--- src/rtl/pulse_train_generator.sv ---
// pulse_train_generator: programmable square-wave / pulse-train source.
// Produces a registered, glitch-free signal with a configurable period and
// high time. It runs continuously or for a burst of N periods. New
// configuration captured during a run takes effect only at a period boundary.
module pulse_train_generator #(
  parameter int CNT_WIDTH   = 24,
  parameter int BURST_WIDTH = 16
) (
  input  logic                   clock,
  input  logic                   reset,
  input  logic [CNT_WIDTH-1:0]   cfg_period,
  input  logic [CNT_WIDTH-1:0]   cfg_high,
  input  logic                   cfg_load,
  input  logic [BURST_WIDTH-1:0] burst_len,
  input  logic                   start,
  input  logic                   stop,
  output logic                   sig_out,
  output logic                   busy,
  output logic                   done,
  output logic [BURST_WIDTH-1:0] edge_count
);

  localparam logic [CNT_WIDTH-1:0]   CNT_ONE   = CNT_WIDTH'(1);
  localparam logic [CNT_WIDTH-1:0]   CNT_TWO   = CNT_WIDTH'(2);
  localparam logic [BURST_WIDTH-1:0] BURST_ONE = BURST_WIDTH'(1);

  typedef enum logic [1:0] {
    IDLE = 2'd0,
    HIGH = 2'd1,
    LOW  = 2'd2
  } state_t;

  // A period shorter than two clocks cannot have both a high and a low phase.
  function automatic logic [CNT_WIDTH-1:0] clamp_period(input logic [CNT_WIDTH-1:0] p);
    return (p < CNT_TWO) ? CNT_TWO : p;
  endfunction

  // The high time must leave at least one low cycle in the already-clamped period.
  function automatic logic [CNT_WIDTH-1:0] clamp_high(input logic [CNT_WIDTH-1:0] h,
                                                       input logic [CNT_WIDTH-1:0] p);
    logic [CNT_WIDTH-1:0] r;
    if (h == '0)     r = CNT_ONE;
    else if (h >= p) r = p - CNT_ONE;
    else             r = h;
    return r;
  endfunction

  state_t                 state_q;
  state_t                 state_d;
  logic                   boundary;
  logic                   run_end;

  logic [CNT_WIDTH-1:0]   act_period;
  logic [CNT_WIDTH-1:0]   act_high;
  logic [CNT_WIDTH-1:0]   shd_period;
  logic [CNT_WIDTH-1:0]   shd_high;
  logic                   pend;
  logic                   stop_flag;

  logic [CNT_WIDTH-1:0]   phase_cnt;
  logic [BURST_WIDTH-1:0] burst_rem;
  logic                   burst_mode;

  logic [CNT_WIDTH-1:0]   ld_period;
  logic [CNT_WIDTH-1:0]   ld_high;
  logic [CNT_WIDTH-1:0]   eff_high;
  logic [CNT_WIDTH-1:0]   start_high;
  logic                   phase_zero;
  logic                   burst_last;

  // Clamped load values and the high time the next period will use.
  always_comb begin
    ld_period  = clamp_period(cfg_period);
    ld_high    = clamp_high(cfg_high, ld_period);
    eff_high   = pend ? shd_high : act_high;
    start_high = cfg_load ? ld_high : eff_high;
    phase_zero = (phase_cnt == '0);
    burst_last = burst_mode && (burst_rem == BURST_ONE);
  end

  // Next-state logic; a period boundary is the last LOW cycle.
  always_comb begin
    state_d  = state_q;
    boundary = 1'b0;
    run_end  = 1'b0;
    case (state_q)
      IDLE: begin
        if (start) state_d = HIGH;
      end
      HIGH: begin
        if (phase_zero) state_d = LOW;
      end
      LOW: begin
        if (phase_zero) begin
          boundary = 1'b1;
          // A stop arriving on the boundary cycle still belongs to this period.
          if (stop_flag || stop || burst_last) begin
            state_d = IDLE;
            run_end = 1'b1;
          end else begin
            state_d = HIGH;
          end
        end
      end
      default: state_d = IDLE;
    endcase
  end

  // State register and registered outputs.
  always_ff @(posedge clock) begin
    if (reset) begin
      state_q    <= IDLE;
      stop_flag  <= 1'b0;
      sig_out    <= 1'b0;
      busy       <= 1'b0;
      done       <= 1'b0;
      edge_count <= '0;
    end else begin
      state_q <= state_d;
      sig_out <= (state_d == HIGH);
      busy    <= (state_d != IDLE);
      done    <= run_end;
      if (state_d == IDLE)
        stop_flag <= 1'b0;
      else if ((state_q != IDLE) && stop)
        stop_flag <= 1'b1;
      if ((state_q == IDLE) && start)
        edge_count <= BURST_ONE;
      else if (boundary && !run_end)
        edge_count <= edge_count + BURST_ONE;
    end
  end

  // Active/shadow configuration: direct writes when idle, deferred while running.
  always_ff @(posedge clock) begin
    if (reset) begin
      act_period <= CNT_TWO;
      act_high   <= CNT_ONE;
      shd_period <= CNT_TWO;
      shd_high   <= CNT_ONE;
      pend       <= 1'b0;
    end else if (state_q == IDLE) begin
      if (cfg_load) begin
        act_period <= ld_period;
        act_high   <= ld_high;
        shd_period <= ld_period;
        shd_high   <= ld_high;
      end else if (pend) begin
        // A load that coincided with the final boundary of a run lands here.
        act_period <= shd_period;
        act_high   <= shd_high;
      end
      pend <= 1'b0;
    end else begin
      if (boundary && pend) begin
        act_period <= shd_period;
        act_high   <= shd_high;
      end
      if (cfg_load) begin
        shd_period <= ld_period;
        shd_high   <= ld_high;
        pend       <= 1'b1;
      end else if (boundary) begin
        pend <= 1'b0;
      end
    end
  end

  // Phase down-counter and burst bookkeeping; only meaningful while running.
  always_ff @(posedge clock) begin
    case (state_q)
      IDLE: begin
        if (start) begin
          phase_cnt  <= start_high - CNT_ONE;
          burst_rem  <= burst_len;
          burst_mode <= (burst_len != '0);
        end
      end
      HIGH: begin
        if (phase_zero) phase_cnt <= act_period - act_high - CNT_ONE;
        else            phase_cnt <= phase_cnt - CNT_ONE;
      end
      LOW: begin
        if (phase_zero) begin
          phase_cnt <= eff_high - CNT_ONE;
          if (burst_mode) burst_rem <= burst_rem - BURST_ONE;
        end else begin
          phase_cnt <= phase_cnt - CNT_ONE;
        end
      end
      default: phase_cnt <= phase_cnt;
    endcase
  end

endmodule

--- config.mk ---
export PLATFORM = sky130hd
export DESIGN_NAME = pulse_train_generator
export DESIGN_NICKNAME = d
export VERILOG_FILES = /design/src/rtl/pulse_train_generator.sv
export SDC_FILE = /design/constraint.sdc
export NUM_CORES = 1
export LEC_CHECK = 0
export CAP_MARGIN = 40
export CELL_PAD_IN_SITES_DETAIL_PLACEMENT = 1
export CELL_PAD_IN_SITES_GLOBAL_PLACEMENT = 2
export CORE_ASPECT_RATIO = 0.6
export CORE_MARGIN = 2
export CORE_UTILIZATION = 32
export CTS_BUF_LIST = sky130_fd_sc_hd__clkbuf_16
export DETAILED_ROUTE_END_ITERATION = 10
export PLACE_DENSITY_LB_ADDON = 0.12
export SETUP_SLACK_MARGIN = 0.3
export SYNTH_ARGS = -nofsm -noshare
export SYNTH_HDL_FRONTEND = slang
export SYNTH_SLANG_ARGS = --single-unit
--- constraint.sdc ---
create_clock -name clock -period 5.2 [get_ports clock]
set_input_delay 0.78 -clock clock [delete_from_list [all_inputs] [get_ports clock]]
set_output_delay 0.78 -clock clock [all_outputs]
set_load 0.01 [all_outputs]
== Word-level counts from Yosys, hierarchy flattened ==
Cells that the tools add are included.

* Bits in writable memories: 0
* Memories: 0
* Flip-flop bits (word level): 160
* Bits in latches: 0
* Logic and storage cells: 93
* ROM bits: 0
* Input bits: 69

* Order comparisons: 2
* Reductions and logical operators: 27
* Equal/unequal tests: 8
* Shift-type cells: 0
* Bitwise operators: 0
* Add/sub/neg operators: 8
* Mux-type cells: 33
* Multipliers: 0
* Div/mod/pow operators: 0

{| class="wikitable"
|+ Operator list
! cell !! count
|-
| 24-bit 2-to-1 mux || 14
|-
| 24-bit by 1-bit subtractor with 24-bit output (second input constant) || 5
|-
| 24-bit one-hot mux with 3 select lines || 1
|-
| 24-bit zero test || 2
|-
| 16-bit 2-to-1 mux || 3
|-
| 16-bit one-hot mux with 2 select lines || 1
|-
| 24-bit greater-or-equal comparator || 1
|-
| 24-bit by 2-bit < comparator with 1-bit output (second input constant) || 1
|-
| 24-bit subtractor || 1
|-
| 16-bit by 1-bit adder with 16-bit output (second input constant) || 1
|-
| 16-bit by 1-bit equality test with 1-bit output (second input constant) || 1
|-
| 16-bit nonzero test || 1
|-
| 16-bit by 1-bit subtractor with 16-bit output (second input constant) || 1
|-
| 2-bit nonzero test || 6
|-
| 1-bit 2-to-1 mux || 10
|-
| 2-bit 2-to-1 mux || 3
|-
| 2-bit != test (second input constant) || 3
|-
| 2-bit one-hot mux with 3 select lines || 1
|-
| 2-bit AND reduction || 3
|-
| 2-bit OR reduction || 3
|-
| 1-bit logical AND || 5
|-
| 2-bit by 1-bit equality test with 1-bit output (second input constant) || 2
|-
| 2-bit zero test || 2
|-
| 4-bit AND reduction || 1
|-
| 5 further kinds || 6
|}

== Depth between registers and ports, before layout ==
* Word-level depth: 10
* Mapped depth: 21
* Mapped depth without buffers: 18

== Worst setup path before layout ==
OpenSTA, ideal clock, no wires.

* Path kind: input port to flip-flop
* From: in cfg_period[10]
* To: reg phase_cnt[14] (data pin)
* Path buffers: 3
* Cell stages on the path: 21
* Setup slack: 0.138 ns
* Arrival time: 4.807 ns
* Cells stage by stage: buf_6 > or3_4 > or3_4 > nor3_2 > nand2b_1 > inv_1 > ha_1 > nor3b_1 > o21ai_1 > a21oi_2 > nor2_2 > buf_6 > o31a_1 > o2bb2ai_1 > inv_1 > ha_1 > and2_1 > clkbuf_1 > nand4_1 > or4b_1 > and3_1

* Cells in the longest elaborated chain, start to end: 9
* Elaborated cells between the ends (all ways): 10

{| class="wikitable"
|+ RTL lines
! what !! RTL line !! RTL
|-
| from (decl) || 11 || <nowiki>input logic [CNT_WIDTH-1:0] cfg_period,</nowiki>
|-
| 24-bit by 2-bit < comparator with 1-bit output (*) || 35 || <nowiki>return (p < CNT_TWO) ? CNT_TWO : p;</nowiki>
|-
| 24-bit 2-to-1 mux (*) || 35 ||
|-
| named net ld_period[0] || 64 || <nowiki>logic [CNT_WIDTH-1:0] ld_period;</nowiki>
|-
| 24-bit by 1-bit subtractor with 24-bit output or 24-bit greater-or-equal comparator (tied branches) || 43 || <nowiki>else if (h >= p) r = p - CNT_ONE;</nowiki>
|-
| 24-bit 2-to-1 mux (*) || 43 ||
|-
| 24-bit 2-to-1 mux (*) || 42 || <nowiki>if (h == '0) r = CNT_ONE;</nowiki>
|-
| 24-bit 2-to-1 mux (*) || -- ||
|-
| 24-bit by 1-bit subtractor with 24-bit output (*) || 174 || <nowiki>phase_cnt <= start_high - CNT_ONE;</nowiki>
|-
| 24-bit 2-to-1 mux (*) || 173 || <nowiki>if (start) begin</nowiki>
|-
| 24-bit one-hot mux with 3 select lines (*) || 171 || <nowiki>case (state_q)</nowiki>
|-
| to (signal assigned) || 174 ||
|-
| to (signal assigned) || 180 || <nowiki>if (phase_zero) phase_cnt <= act_period - act_high - CNT_ONE;</nowiki>
|-
| to (signal assigned) || 181 || <nowiki>else phase_cnt <= phase_cnt - CNT_ONE;</nowiki>
|-
| to (decl) || 60 || <nowiki>logic [CNT_WIDTH-1:0] phase_cnt;</nowiki>
|}

Mark *: on every way through the listed nets, which the timed path passes. The rest lies on a longest branch. The select of a mux whose other input is x is not followed.
A chain may end at the register's enable or synchronous reset.

== Final worst setup path ==
* From: in cfg_period[11]
* To: reg phase_cnt[23] (data pin)

* Cells in the longest elaborated chain, start to end: 9
* Elaborated cells between the ends (all ways): 10

{| class="wikitable"
|+ RTL lines
! what !! RTL line
|-
| 24-bit by 2-bit < comparator with 1-bit output || 35
|-
| 24-bit 2-to-1 mux (*) || 35
|-
| 24-bit by 1-bit subtractor with 24-bit output or 24-bit greater-or-equal comparator (tied branches) || 43
|-
| 24-bit 2-to-1 mux (*) || 43
|-
| 24-bit 2-to-1 mux (*) || 42
|-
| 24-bit 2-to-1 mux (*) || --
|-
| 24-bit by 1-bit subtractor with 24-bit output (*) || 174
|-
| 24-bit 2-to-1 mux (*) || 173
|-
| 24-bit one-hot mux with 3 select lines (*) || 171
|}

Every way passes the cells marked *; elsewhere a longest branch is shown, timed or not. The select of a mux whose other input is x is not followed.

==> impl_metrics.csv <==
group,metric,value,unit
worst_setup_path,rr_worst_depth,14,
clock_network,clkTransAtPathRegs,0.07,ns
clock_network,numCtsBuffers,17,
job,cap_violations,0,
clock_network,ctsRootBufferMaster,"clkbuf_16",
timing,slew_viol_final,0,
timing,finalSetupViolCount,0,
pwr,powerDensity,297,nW/µm²
worst_setup_path,crit_path_top_delay_cell,"or4_4",
clock_network,clk_latency,0.47,ns
pwr,p_switching,1.65,mW
yosys,synth-seq-area-share,30.5,%
outcome,status,"complete, no violations",
yosys,netlist-cell-type-count,86,
yosys,synthArstFlopShare,0,%
worst_setup_path,crit_buf_inv,3,
worst_setup_path,path_cells,"dlymetal6s2s_1 -> or3_4 -> or3_4 -> nor3_4 -> buf_4 -> nor2_1 -> ha_1 -> o21ai_2 -> o21ai_1 -> a21oi_2 -> nor2_4 -> buf_12 -> o31a_4 -> a22o_1 -> or4_4 -> nand3b_4 -> o31a_1 -> o31ai_1",
yosys,netlist_area,11900,µm²
yosys,postSynthCellCount,1496,
worst_setup_path,path_common_cell,"or3_4",
layout,area_delta_synth_final,24.3,%
min_path,hold_class,"reg -> reg",
place,gp_congestion,0.846,
detailed_routing,wirelength,48.0,mm
floorplanning,row_count,54,
worst_setup_path,critPathKind,"in -> reg",
worst_setup_path,critPathArrivalTime,5.04,ns
worst_setup_path,cp-end-kind,"register",
worst_setup_path,startpoint_type,"input port",
layout,final_common_cell,"nor2_1",
timing,hold_viol_final,0,
pwr,pwr-share-clk,30.7,%
layout,nets,1770,
clock_network,hold_buffers,0,
pwr,p_comb_share,33.9,%
clock_network,cts_buffer_depth,2,
yosys,ys_seq_elements,160,
yosys,yosys_warnings,0,
detailed_routing,wl_per_cell,22.6,µm
clock_network,tritoncts,"done",
min_path,hold_path_depth,1,
timing,rsz0062_at_grt,"no",
worst_setup_path,path_depth,18,
floorplanning,io_pins,88,
global_routing,grt.overflow.total,0,
timing,finClkSkew,0.0145,ns
global_routing,grtUsageTotal,24.9,%
yosys,synthFlopType,"dfxtp_1",
pwr,irDropWorstVdd,0.000256,V
worst_setup_path,worstPathRequired,5.49,ns
pwr,p_leak,5.67,nW
clock_network,cts.sinks,160,
global_routing,antenna_found_initial,0,
place,io_buffers,87,
global_routing,grt_pass1_wl,73.1,mm
worst_setup_path,ff2ff_setup_slack,1.09,ns
timing,period_share,91.3,%
timing,worstMarginPinSlew,0.787,ns
clock_network,h-tree-depth,4,
detailed_routing,drtIter0Drc,682,
detailed_routing,num_vias,12000,
global_routing,grt_max_degree,64,
floorplanning,die-area,38600,µm²
pwr,switching_share,37.8,%
layout,num_antenna_cells,0,
detailed_routing,dr.pass1.iters,5,
pwr,power.total,4.37,mW
yosys,synth_edf_count,41,
floorplanning,die_x,252,µm
layout,drive_gt1_share,12.7,%
floorplanning,core_area,36400,µm²
place,hpwl,37.2,mm
worst_setup_path,slowest_delay,0.57,ns
pwr,power.internal,2.72,mW
floorplanning,initial_core_util,32.5,%
timing,maxSlewHeadroom,46.2,%
pwr,p_seq_share,35.4,%
worst_setup_path,path_delay_family,"simple AND/OR/NAND/NOR gates",
yosys,postSynthAreaPerCell,7.92,µm²
detailed_routing,vias_per_cell,5.62,
global_routing,grt_pass1_vias,12000,
timing,fin_crit,4.75,ns
worst_setup_path,critPathMaxFanout,6,
floorplanning,fp.dieH,153,µm
layout,most-common-layout-cells,"nor2_1 (177), nand2_1 (172), a21oi_1 (121)",
detailed_routing,route.detailed.drc,0,
yosys,syn-num-nets,1625,
detailed_routing,drtAntennaViolNets,0,
timing,fmax,211,MHz
timing,tns,0,ns
[power groups by stage]
stage	Sequential, mW	Combinational (mW)	Clock, mW
6_report	1.54	1.48	1.34
3_5_place_dp	1.57	1.45	0
5_1_grt	1.56	1.62	1.42
4_1_cts	1.55	1.46	1.38
2_1_floorplan	1.53	0.922	0
3_3_place_gp	1.57	1.42	0
[through the flow]
| stage | area, µm² | util, % | std cells | worst slack (ns) | hold WS (ns) |
|---|---|---|---|---|---|
| CTS | 14500 | 39.9 | 2125 | 0.285 | 0.479 |
| global placement | 13900 | 38.1 | 2089 | -0.177 | 0.453 |
| finish | 14700 | 40.4 | 2130 | 0.450 | 0.476 |
| detailed placement | 13900 | 38.2 | 2093 | -0.272 | 0.459 |
| global route | 14700 | 40.4 | 2130 | 0.243 | 0.498 |
| floorplan | 11900 | - | 1496 | 0.337 | 0.441 |
[sequential cells by signal, indices dropped and copies added, names as in the netlist, 2 cells and up]
| signal | cells |
|---|---|
| act_high | 24 |
| act_period | 24 |
| phase_cnt | 24 |
| shd_high | 24 |
| shd_period | 24 |
| burst_rem | 16 |
| edge_count | 16 |
| state_q | 2 |
[layout make-up]
cell class                      instances  area, µm²
Sequential cell                       160       3610
Fill cell                            4365      21700
Multi-Input combinational cell       1182       7740
Tap cell                              476        596
Timing Repair Buffer                  208       1890
Clock inverter                         15        190
Inverter                               72        270
Clock buffer                           17        425
[synthesized netlist by cell type, drive strengths merged, types with 9 or more instances]
cell type | n | area, µm²
nand2b | 11 | 68.8
o21a | 9 | 67.6
ha | 59 | 738
edfxtp | 41 | 1230
o211ai | 10 | 75.1
or3 | 18 | 123
a211oi | 33 | 253
o21ai | 68 | 352
o31a | 10 | 91.3
and2 | 9 | 56.3
xnor2 | 70 | 613
nor3 | 47 | 245
buf | 22 | 128
dfxtp | 119 | 2380
a21o | 17 | 128
a21oi | 123 | 623
nand3 | 29 | 145
o22ai | 12 | 75.1
mux2i | 50 | 500
nor2 | 179 | 674
nand2 | 174 | 656
nand4 | 20 | 146
inv | 72 | 270
clkbuf | 60 | 225
a311oi | 24 | 210
and3 | 10 | 63.8
a31oi | 10 | 62.6
nor4 | 29 | 254
o31ai | 9 | 67.6
xor2 | 46 | 403
or4 | 12 | 101
[worst paths after layout]
check                                     from            end
worst min register to register       stop_flag      stop_flag
worst min-delay path                 stop_flag      stop_flag
worst max register to register     act_high[0]  phase_cnt[22]
worst max-delay path            cfg_period[11]  phase_cnt[23]
[metal layers]
| layer | routed length [µm] | vias to the layer above | part of all wire (%) | track usage (%) |
|---|---|---|---|---|
| li1 | - | 5715 | - | - |
| met1 | 25200 | 5973 | 52 | 37.1 |
| met2 | 19800 | 211 | 41 | 36.1 |
| met3 | 1960 | 63 | 4.1 | 4.48 |
| met4 | 1100 | 0 | 2.3 | 7.30 |
| met5 | 0 | - | 0 | 0 |
[repair_timing]
| action | CTS | global route |
|---|---|---|
| setup endpoints to repair | 2 | 20 |
| gates resized for setup | 1 | 30 |
| cloned | 0 | 2 |
| setup buffers | 0 | 3 |
| pin swaps | 1 | 20 |
[worst reg2reg max path, delay by kind of cell (launching register included)]
family          cells  cell delay (ns)
buf+inv             2             0.13
compound gates      7             2.51
simple gates        2             0.22
flops               1             0.33
fa+ha+maj           2             0.43
mux                 1             0.31
[kinds of logic (layout without fill, tap and decap cells)]
family          Yosys count  in the layout  share of synthesized area [%]
flops                   160            160                           30.5
simple gates            571            571                           23.6
xor+xnor                116            116                           8.57
fa+ha+maj                60             60                           6.40
buf+inv                 154            312                           5.26
mux                      52             52                           4.41
compound gates          383            383                           21.3
Power figures use the tool's default switching activity.
